### src/rtl/bcd_time_counter.sv
// mm:ss BCD up/down timer with a clk prescaler tick, manual field presets in setup mode,
// and a terminal-count flag that is sticky (stop mode) or a one-cycle pulse (wrap mode).
module bcd_time_counter #(
  parameter int unsigned TICK_DIV    = 50_000_000,
  parameter int unsigned MAX_MINUTES = 59,
  parameter int unsigned WRAP        = 0
) (
  input  logic       clk,
  input  logic       reset,
  input  logic       enable,
  input  logic       forward,
  input  logic       incrementSeconds,
  input  logic       incrementMinutes,
  output logic [3:0] secondsDecimals,
  output logic [3:0] secondsUnits,
  output logic [3:0] minutesDecimals,
  output logic [3:0] minutesUnits,
  output logic       finish,
  output logic       tick
);

  localparam int unsigned PW     = (TICK_DIV > 2) ? $clog2(TICK_DIV) : 1;
  localparam logic [7:0]  MAX_MM = {4'(MAX_MINUTES / 10), 4'(MAX_MINUTES % 10)};

  // Fields are kept as {tens, units} BCD bytes.
  logic [7:0]    sec_q, sec_d;
  logic [7:0]    min_q, min_d;
  logic [PW-1:0] presc_q, presc_d;
  logic          finish_q, finish_d;
  logic          tick_q, tick_d;

  function automatic logic [7:0] sec_up(input logic [7:0] s);
    if (s == 8'h59)        return 8'h00;
    else if (s[3:0] == 4'd9) return {s[7:4] + 4'd1, 4'd0};
    else                   return {s[7:4], s[3:0] + 4'd1};
  endfunction

  function automatic logic [7:0] sec_dn(input logic [7:0] s);
    if (s == 8'h00)        return 8'h59;
    else if (s[3:0] == 4'd0) return {s[7:4] - 4'd1, 4'd9};
    else                   return {s[7:4], s[3:0] - 4'd1};
  endfunction

  function automatic logic [7:0] min_up(input logic [7:0] m);
    if (m == MAX_MM)       return 8'h00;
    else if (m[3:0] == 4'd9) return {m[7:4] + 4'd1, 4'd0};
    else                   return {m[7:4], m[3:0] + 4'd1};
  endfunction

  function automatic logic [7:0] min_dn(input logic [7:0] m);
    if (m == 8'h00)        return MAX_MM;
    else if (m[3:0] == 4'd0) return {m[7:4] - 4'd1, 4'd9};
    else                   return {m[7:4], m[3:0] - 4'd1};
  endfunction

  logic       at_term_c;
  logic       roll_c;
  logic [7:0] step_sec_c;
  logic [7:0] step_min_c;

  // Next-state: prescaler, tick-driven count step, setup-mode presets.
  always_comb begin
    sec_d    = sec_q;
    min_d    = min_q;
    presc_d  = presc_q;
    tick_d   = 1'b0;
    finish_d = (WRAP != 0) ? 1'b0 : finish_q;

    at_term_c  = forward ? ((min_q == MAX_MM) && (sec_q == 8'h59))
                         : ((min_q == 8'h00) && (sec_q == 8'h00));
    roll_c     = forward ? (sec_q == 8'h59) : (sec_q == 8'h00);
    step_sec_c = forward ? sec_up(sec_q) : sec_dn(sec_q);
    step_min_c = roll_c ? (forward ? min_up(min_q) : min_dn(min_q)) : min_q;

    if (enable) begin
      if (presc_q == PW'(TICK_DIV - 1)) begin
        presc_d = '0;
        tick_d  = 1'b1;
        if (WRAP != 0) begin
          sec_d    = step_sec_c;
          min_d    = step_min_c;
          finish_d = at_term_c;
        end else if (!finish_q) begin
          // Starting at terminal only raises the flag; otherwise step and flag on arrival.
          if (at_term_c) begin
            finish_d = 1'b1;
          end else begin
            sec_d    = step_sec_c;
            min_d    = step_min_c;
            finish_d = forward ? ((step_min_c == MAX_MM) && (step_sec_c == 8'h59))
                               : ((step_min_c == 8'h00) && (step_sec_c == 8'h00));
          end
        end
      end else begin
        presc_d = presc_q + PW'(1);
      end
    end else begin
      if (incrementSeconds) sec_d = sec_up(sec_q);
      if (incrementMinutes) min_d = min_up(min_q);
      if (incrementSeconds || incrementMinutes) finish_d = 1'b0;
    end
  end

  always_ff @(posedge clk) begin
    if (reset) begin
      sec_q    <= '0;
      min_q    <= '0;
      presc_q  <= '0;
      finish_q <= 1'b0;
      tick_q   <= 1'b0;
    end else begin
      sec_q    <= sec_d;
      min_q    <= min_d;
      presc_q  <= presc_d;
      finish_q <= finish_d;
      tick_q   <= tick_d;
    end
  end

  assign secondsDecimals = sec_q[7:4];
  assign secondsUnits    = sec_q[3:0];
  assign minutesDecimals = min_q[7:4];
  assign minutesUnits    = min_q[3:0];
  assign finish          = finish_q;
  assign tick            = tick_q;

endmodule

### config.mk
export PLATFORM = sky130hd
export DESIGN_NAME = bcd_time_counter
export DESIGN_NICKNAME = d
export VERILOG_FILES = /design/src/rtl/bcd_time_counter.sv
export SDC_FILE = /design/constraint.sdc
export NUM_CORES = 1
export LEC_CHECK = 0
export CORE_MARGIN = 8
export CORE_UTILIZATION = 49
export CTS_CLUSTER_DIAMETER = 60
export DETAILED_ROUTE_END_ITERATION = 16
export PLACE_DENSITY = 0.78
export REMOVE_ABC_BUFFERS = 1
export SKIP_CTS_REPAIR_TIMING = 1
export SYNTH_ARGS = -nofsm -noshare
export SYNTH_HDL_FRONTEND = slang
export SYNTH_SLANG_ARGS = --single-unit
export TNS_END_PERCENT = 50
### constraint.sdc
create_clock -name clk -period 3.7 [get_ports clk]
set_input_delay 0.74 -clock clk [delete_from_list [all_inputs] [get_ports clk]]
set_output_delay 0.74 -clock clk [all_outputs]
set_load 0.03 [all_outputs]
==> flow_metrics.env, run 1 <==
export IMPL_synth_cells=392
export IMPL_power_frac_seq_pct=44.5
export IMPL_gr_total_overflow=0
export IMPL_worst_pin_slew_ns=0.656
export IMPL_place_area_um2=3320
export IMPL_synth_top_area_cell="dfxtp_1"
export IMPL_root_buffer="clkbuf_8"
export IMPL_p_comb_share_pct=21.4
export IMPL_synth_xor_area_share_pct=8.02
export IMPL_synth_simple_area_share_pct=28.8
export IMPL_slew_viol_final=0
export IMPL_rrSetupSlack_ns=0.88
export IMPL_post_route_min_period_ns=2.83
export IMPL_synth_top_area_share_pct=28.8
export IMPL_pwr_density_cell_nw_per_um2=330
export IMPL_n_fill_cell=546
export IMPL_drc=0
export IMPL_cts_tree="built"
export IMPL_ios=24
export IMPL_end_kind="register"
export IMPL_syn_avg_cell_area_um2=7.80
export IMPL_pre_cts_slack_ns=0.594
export IMPL_clkTransAtPathRegs_ns=0.08
export IMPL_ys_async_sr_fraction_pct=0
export IMPL_hold_viol_final=0
export IMPL_multi_input_area_um2=2020
export IMPL_num_rows=28
export IMPL_synth_most_common_cell="nor2_1"
export IMPL_intPower_w=0.000803
export IMPL_routed_wl_mm=7.48
export IMPL_post_route_period_util_pct=76.4
export IMPL_synth_compound_area_share_pct=18.3
export IMPL_synth_edf_count=0
export IMPL_slew_headroom_pct=56.1
export IMPL_setup_tns_ns=0
export IMPL_initialDrtViolationCount=202
export IMPL_clock_skew_ns=0.00296
export IMPL_vias_per_cell=5.87
export IMPL_cp_max_fo=9
export IMPL_synth_ff_type="dfxtp_1"
export IMPL_grt_pass1_wl_mm=12.8
export IMPL_n_antenna_cell=0
export IMPL_htree_levels=2
export IMPL_ys_types=59
export IMPL_grt_use_total_pct=17.4
export IMPL_layout_area_overhead_vs_synth_pct=12.6
export IMPL_finalInstanceArea_um2=3440
export IMPL_final_nets=427
export IMPL_synthMuxAreaShare_pct=4.83
export IMPL_synthTopCellsByCount="nor2_1 (58), dfxtp_1 (44), a21oi_1 (28), nand2_1 (28), xor2_1 (21)"
export IMPL_cp_required_ns=3.95
export IMPL_power_static_leakage_nw=1.32
export IMPL_swShare_pct=29.3
export IMPL_finalSetupViolCount=0
export IMPL_seq_area_frac_synth_pct=28.8
export IMPL_cts_max_path_buffers=2
export IMPL_worstPathArrival_ns=3.07
export IMPL_core_area_um2=5990
export IMPL_power_w=0.00114
export IMPL_numPortBuffers=23
export IMPL_gp_congestion=1.01
export IMPL_ys_seq_elements=44
export IMPL_wl_per_cell_um=15.5
export IMPL_min_path_type="reg -> reg"
export IMPL_max_freq_mhz=354
export IMPL_synth_top_family_by_area="simple AND/OR/NAND/NOR gates"
export IMPL_first_global_vias=2622
export IMPL_postRouteAntennaNets=0
export IMPL_via_count=2831
export IMPL_antenna_found_initial=0
export IMPL_p_switching_w=0.000333
export IMPL_outcome="complete, no violations"
export IMPL_dieWidth_um=95.0
export IMPL_setup_slack_ns=0.873
export IMPL_yosys_warnings=0
export IMPL_yosys_top_cells_area="dfxtp_1 (29%), nor2_1 (7.1%), ha_1 (6.1%)"
export IMPL_regArea_um2=881
export IMPL_initial_core_util_pct=51.0
export IMPL_cts_buffers_inserted=5
export IMPL_dpl_cell_count=474
export IMPL_stdcell_count=482
export IMPL_grt_setup_unrepaired="no"
export IMPL_syn_area_um2=3060
export IMPL_synthAdderAreaFrac_pct=6.14
export IMPL_critical_path_class="in -> reg"
export IMPL_grt_max_degree=26
export IMPL_clock_sinks=44
export IMPL_drt_pass1_iterations=4
export IMPL_ir_drop_mv=0.248
export IMPL_dp_hpwl_mm=5.57
export IMPL_dieArea_um2=9020
export IMPL_drive_above_1_share_pct=5.65
export IMPL_cap_violations=0
export IMPL_start_kind="input port"
export IMPL_clk_latency_ns=0.30
export IMPL_clkPwrFrac_pct=34.1
export IMPL_die_h_um=95.0
## area by class of cell
type | instances | share of cell area, %
Inverter | 14 | 1.53
Multi-Input combinational cell | 312 | 58.6
Timing Repair Buffer | 29 | 7.99
Clock buffer | 6 | 2.40
Tap cell | 75 | 2.73
Clock inverter | 2 | 1.13
Sequential cell | 44 | 25.6
## routing by layer
metal	GRT usage, %	wire length, um	share of wire, %	up-vias
met2	28.0	3500	47	71
met5	0	0	0	-
met4	6.63	93	1.2	0
li1	-	-	-	1445
met3	3.02	345	4.6	8
met1	22.7	3550	47	1307
## critical path: stages
cell and delay, ns:
clkdlybuf4s50_1 0.51, inv_1 0.12, or3_1 0.54, and2_4 0.24
o22a_1 0.23, or4_1 0.41, o22ai_1 0.12, a31o_1 0.15
## cells in the final DEF, fill, tap and decap left out, drive strengths merged, types with 4 or more instances in the layout
cell type      instances
nor2                  59
dfxtp                 44
nand2                 28
a21oi                 28
clkdlybuf4s50         23
xor2                  21
nand3                 18
ha                    15
inv                   14
o21ai                 14
nand4                 13
mux2i                  8
nor3                   7
o22ai                  7
xnor2                  7
and3                   6
a211oi                 6
clkbuf                 6
buf                    6
nor4                   5
and3b                  4
o31ai                  4
or3                    4
or3b                   4
nand3b                 4
mux2                   4
## stage by stage
stage / hold slack (ns) / utilization [%]
6_report: 0.500 / 57.5
2_1_floorplan: 0.451 / -
3_3_place_gp: 0.484 / 55.5
5_1_grt: 0.558 / 57.5
4_1_cts: 0.497 / 57.5
3_5_place_dp: 0.486 / 55.5
## registers in the layout, indices dropped and copies added (netlist names)
| signal | flops |
|---|---|
| sec_q | 8 |
| presc_q | 26 |
| finish | 1 |
| min_q | 8 |
| tick | 1 |
## worst paths after layout
path,cells after the start,startpoint,to
setup / recovery,8,forward,finish
hold / removal,2,presc_q[1],presc_q[1]
setup reg to reg,9,sec_q[4],finish
hold reg to reg,2,presc_q[1],presc_q[1]
## power groups by stage
stage / sequential, W / clock [W] / combinational [W]
2_1_floorplan: 0.000528 / 0 / 0.000148
3_3_place_gp: 0.000516 / 0 / 0.000238
3_5_place_dp: 0.000517 / 0 / 0.000239
4_1_cts: 0.000506 / 0.000405 / 0.000240
5_1_grt: 0.000509 / 0.000424 / 0.000267
6_report: 0.000506 / 0.000388 / 0.000243
## cells by family after synthesis
| group | count (synthesis) |
|---|---|
| AND/OR/NAND/NOR | 170 |
| AO/OA/AOI/OAI | 86 |
| flip-flops | 44 |
| buffers and inverters | 36 |
| XOR/XNOR | 28 |
| adder cells (fa/ha/maj) | 15 |
| multiplexers | 13 |
Note: power is estimated with default switching activity, not from simulation.
==> inputs of run 2 (changes only) <==
==> constraint.sdc (replaced) <==
create_clock -name clk -period 2.7 [get_ports clk]
set_input_delay 0.54 -clock clk [delete_from_list [all_inputs] [get_ports clk]]
set_output_delay 0.54 -clock clk [all_outputs]
set_load 0.03 [all_outputs]
==> run 2 against run 1 <==
  * Critical path depth is 1 higher
  * Combinational power up 57%
  * Global-route usage up 0.84 points
  * Register-to-register slack got worse by 0.70 ns
  * Sequential cell count unchanged
  * Clock-buffer cell count is 1 lower
  * Non-clock buffer count up 24
  * Critical path type is now reg -> reg
  * Critical endpoint unchanged
  * Largest cell class unchanged
==> flow_metrics.env, run 2 (synthesis results as in run 1) <==
export IMPL_worstPathArrival_ns=2.78
export IMPL_htree_levels=2
export IMPL_dieWidth_um=95.0
export IMPL_grt_max_degree=26
export IMPL_dp_hpwl_mm=6.15
export IMPL_drc=0
export IMPL_largest_reg_flops=26
export IMPL_cap_violations=0
export IMPL_hold_ws_ns=0.497
export IMPL_regMostFlops="presc_q"
export IMPL_hold_viol_final=0
export IMPL_pwr_density_cell_nw_per_um2=433
export IMPL_finalSetupViolCount=0
export IMPL_layout_area_overhead_vs_synth_pct=18.1
export IMPL_power_frac_seq_pct=44.1
export IMPL_power_w=0.00156
export IMPL_end_kind="register"
export IMPL_clkTransAtPathRegs_ns=0.09
export IMPL_layout_common_cells="nor2_1 (58), dfxtp_1 (44), buf_4 (30)"
export IMPL_intPower_w=0.00110
export IMPL_cts_buffers_inserted=5
export IMPL_critical_path_slowest_cell="or4_1"
export IMPL_grt_setup_unrepaired="no"
export IMPL_first_global_vias=2749
export IMPL_clock_skew_ns=0.0122
export IMPL_worstPathCellList="inv_1 > ha_2 > or3b_4 > nor2_2 > a21oi_1 > o2bb2ai_1 > or4_1 > o22ai_1 > a31o_1"
export IMPL_grt_use_total_pct=18.3
export IMPL_initialDrtViolationCount=261
export IMPL_numPortBuffers=23
export IMPL_clkPwrFrac_pct=31.4
export IMPL_clock_sinks=44
export IMPL_rr_worst_depth=9
export IMPL_setup_slack_ns=0.177
export IMPL_cp_max_fo=6
export IMPL_slew_viol_final=0
export IMPL_power_static_leakage_nw=1.42
export IMPL_num_rows=28
export IMPL_root_buffer="clkbuf_8"
export IMPL_outcome="complete, no violations"
export IMPL_wl_per_cell_um=16.0
export IMPL_pre_cts_slack_ns=0.0255
export IMPL_min_path_cells=2
export IMPL_min_path_type="reg -> reg"
export IMPL_r2r_end="finish"
export IMPL_rrSetupSlack_ns=0.18
export IMPL_slew_headroom_pct=69.1
export IMPL_p_comb_share_pct=24.5
export IMPL_ir_drop_mv=0.318
export IMPL_start_kind="register"
export IMPL_min_delay_start="presc_q[1]"
export IMPL_path_delay_family="simple AND/OR/NAND/NOR gates"
export IMPL_vias_per_cell=5.93
export IMPL_reg_largest_list="presc_q x26, min_q x8, sec_q x8"
export IMPL_final_util_pct=60.3
export IMPL_setup_tns_ns=0
export IMPL_routed_wl_mm=8.06
export IMPL_cp_required_ns=2.95
export IMPL_clk_latency_ns=0.30
export IMPL_path_buf_inv=1
export IMPL_worst_pin_slew_ns=0.462
export IMPL_initial_core_util_pct=51.0
export IMPL_max_stage_delay_ns=0.53
export IMPL_final_nets=451
export IMPL_post_route_min_period_ns=2.52
export IMPL_drive_above_1_share_pct=11.2
export IMPL_final_common_cell="nor2_1"
export IMPL_die_h_um=95.0
export IMPL_gp_congestion=0.905
export IMPL_postRouteAntennaNets=0
export IMPL_swShare_pct=29.8
export IMPL_gr_total_overflow=0
export IMPL_post_route_period_util_pct=93.4
export IMPL_n_antenna_cell=0
export IMPL_dieArea_um2=9020
export IMPL_antenna_found_initial=0
export IMPL_core_area_um2=5990
export IMPL_cts_tree="built"
export IMPL_cts_max_path_buffers=2
export IMPL_critical_path_class="reg -> reg"
export IMPL_holdPathEnd="presc_q[1]"
export IMPL_ios=24
export IMPL_via_count=2989
export IMPL_max_freq_mhz=396
export IMPL_drt_pass1_iterations=4
export IMPL_p_switching_w=0.000466
export IMPL_rr_startpoint="sec_q[1]"
export IMPL_grt_pass1_wl_mm=13.4
## run 2: cell types whose count changed in the layout (fill, tap and decap cells not counted), sizes merged
cell	delta
clkinv	-1
buf	+24
clkbuf	-1
## run 2: cell type report
class / count / area (um2)
Timing Repair Buffer: 53 / 455
Clock buffer: 5 / 68.8
Tap cell: 75 / 93.8
Fill cell: 554 / 2380
Clock inverter: 1 / 30.0
Sequential cell: 44 / 881
Multi-Input combinational cell: 312 / 2030
Inverter: 14 / 52.6
## run 2: worst max path at each step
stage / cells after the start / slack, ns / endpoint / start
after floorplan: 8 / -0.41 / sec_q[0] / sec_q[0]
after global placement: 9 / 0.02 / finish / forward
after detailed placement: 9 / 0.03 / finish / forward
after CTS: 9 / 0.14 / finish / sec_q[1]
after global routing: 9 / 0.02 / min_q[2] / sec_q[1]
final: 9 / 0.18 / finish / sec_q[1]
## run 2: metal layers
| layer | vias up | global-route usage, % | wire, um |
|---|---|---|---|
| li1 | 1494 | - | - |
| met1 | 1374 | 22.8 | 3520 |
| met2 | 100 | 30.9 | 3820 |
| met3 | 21 | 2.86 | 510 |
| met4 | 0 | 6.76 | 213 |
| met5 | - | 0 | 0 |
## run 2: through the flow
| stage | std cells | cell area, um2 |
|---|---|---|
| floorplan | 370 | 2950 |
| global placement | 498 | 3500 |
| detailed placement | 498 | 3500 |
| CTS | 504 | 3600 |
| global route | 504 | 3610 |
| finish | 504 | 3610 |
## run 2: power groups by stage
stage / registers [W] / clock network [W] / logic, W
after floorplan: 0.000723 / 0 / 0.000202
after global placement: 0.000703 / 0 / 0.000367
after detailed placement: 0.000704 / 0 / 0.000372
after CTS: 0.000689 / 0.000502 / 0.000373
after global routing: 0.000693 / 0.000524 / 0.000415
final: 0.000689 / 0.000490 / 0.000382
## run 2: worst reg2reg max path: stages, from the launching register on
cell	delay [ns]
dfxtp_1	0.37
inv_1	0.15
ha_2	0.24
or3b_4	0.43
nor2_2	0.25
a21oi_1	0.10
o2bb2ai_1	0.15
or4_1	0.53
o22ai_1	0.12
a31o_1	0.16
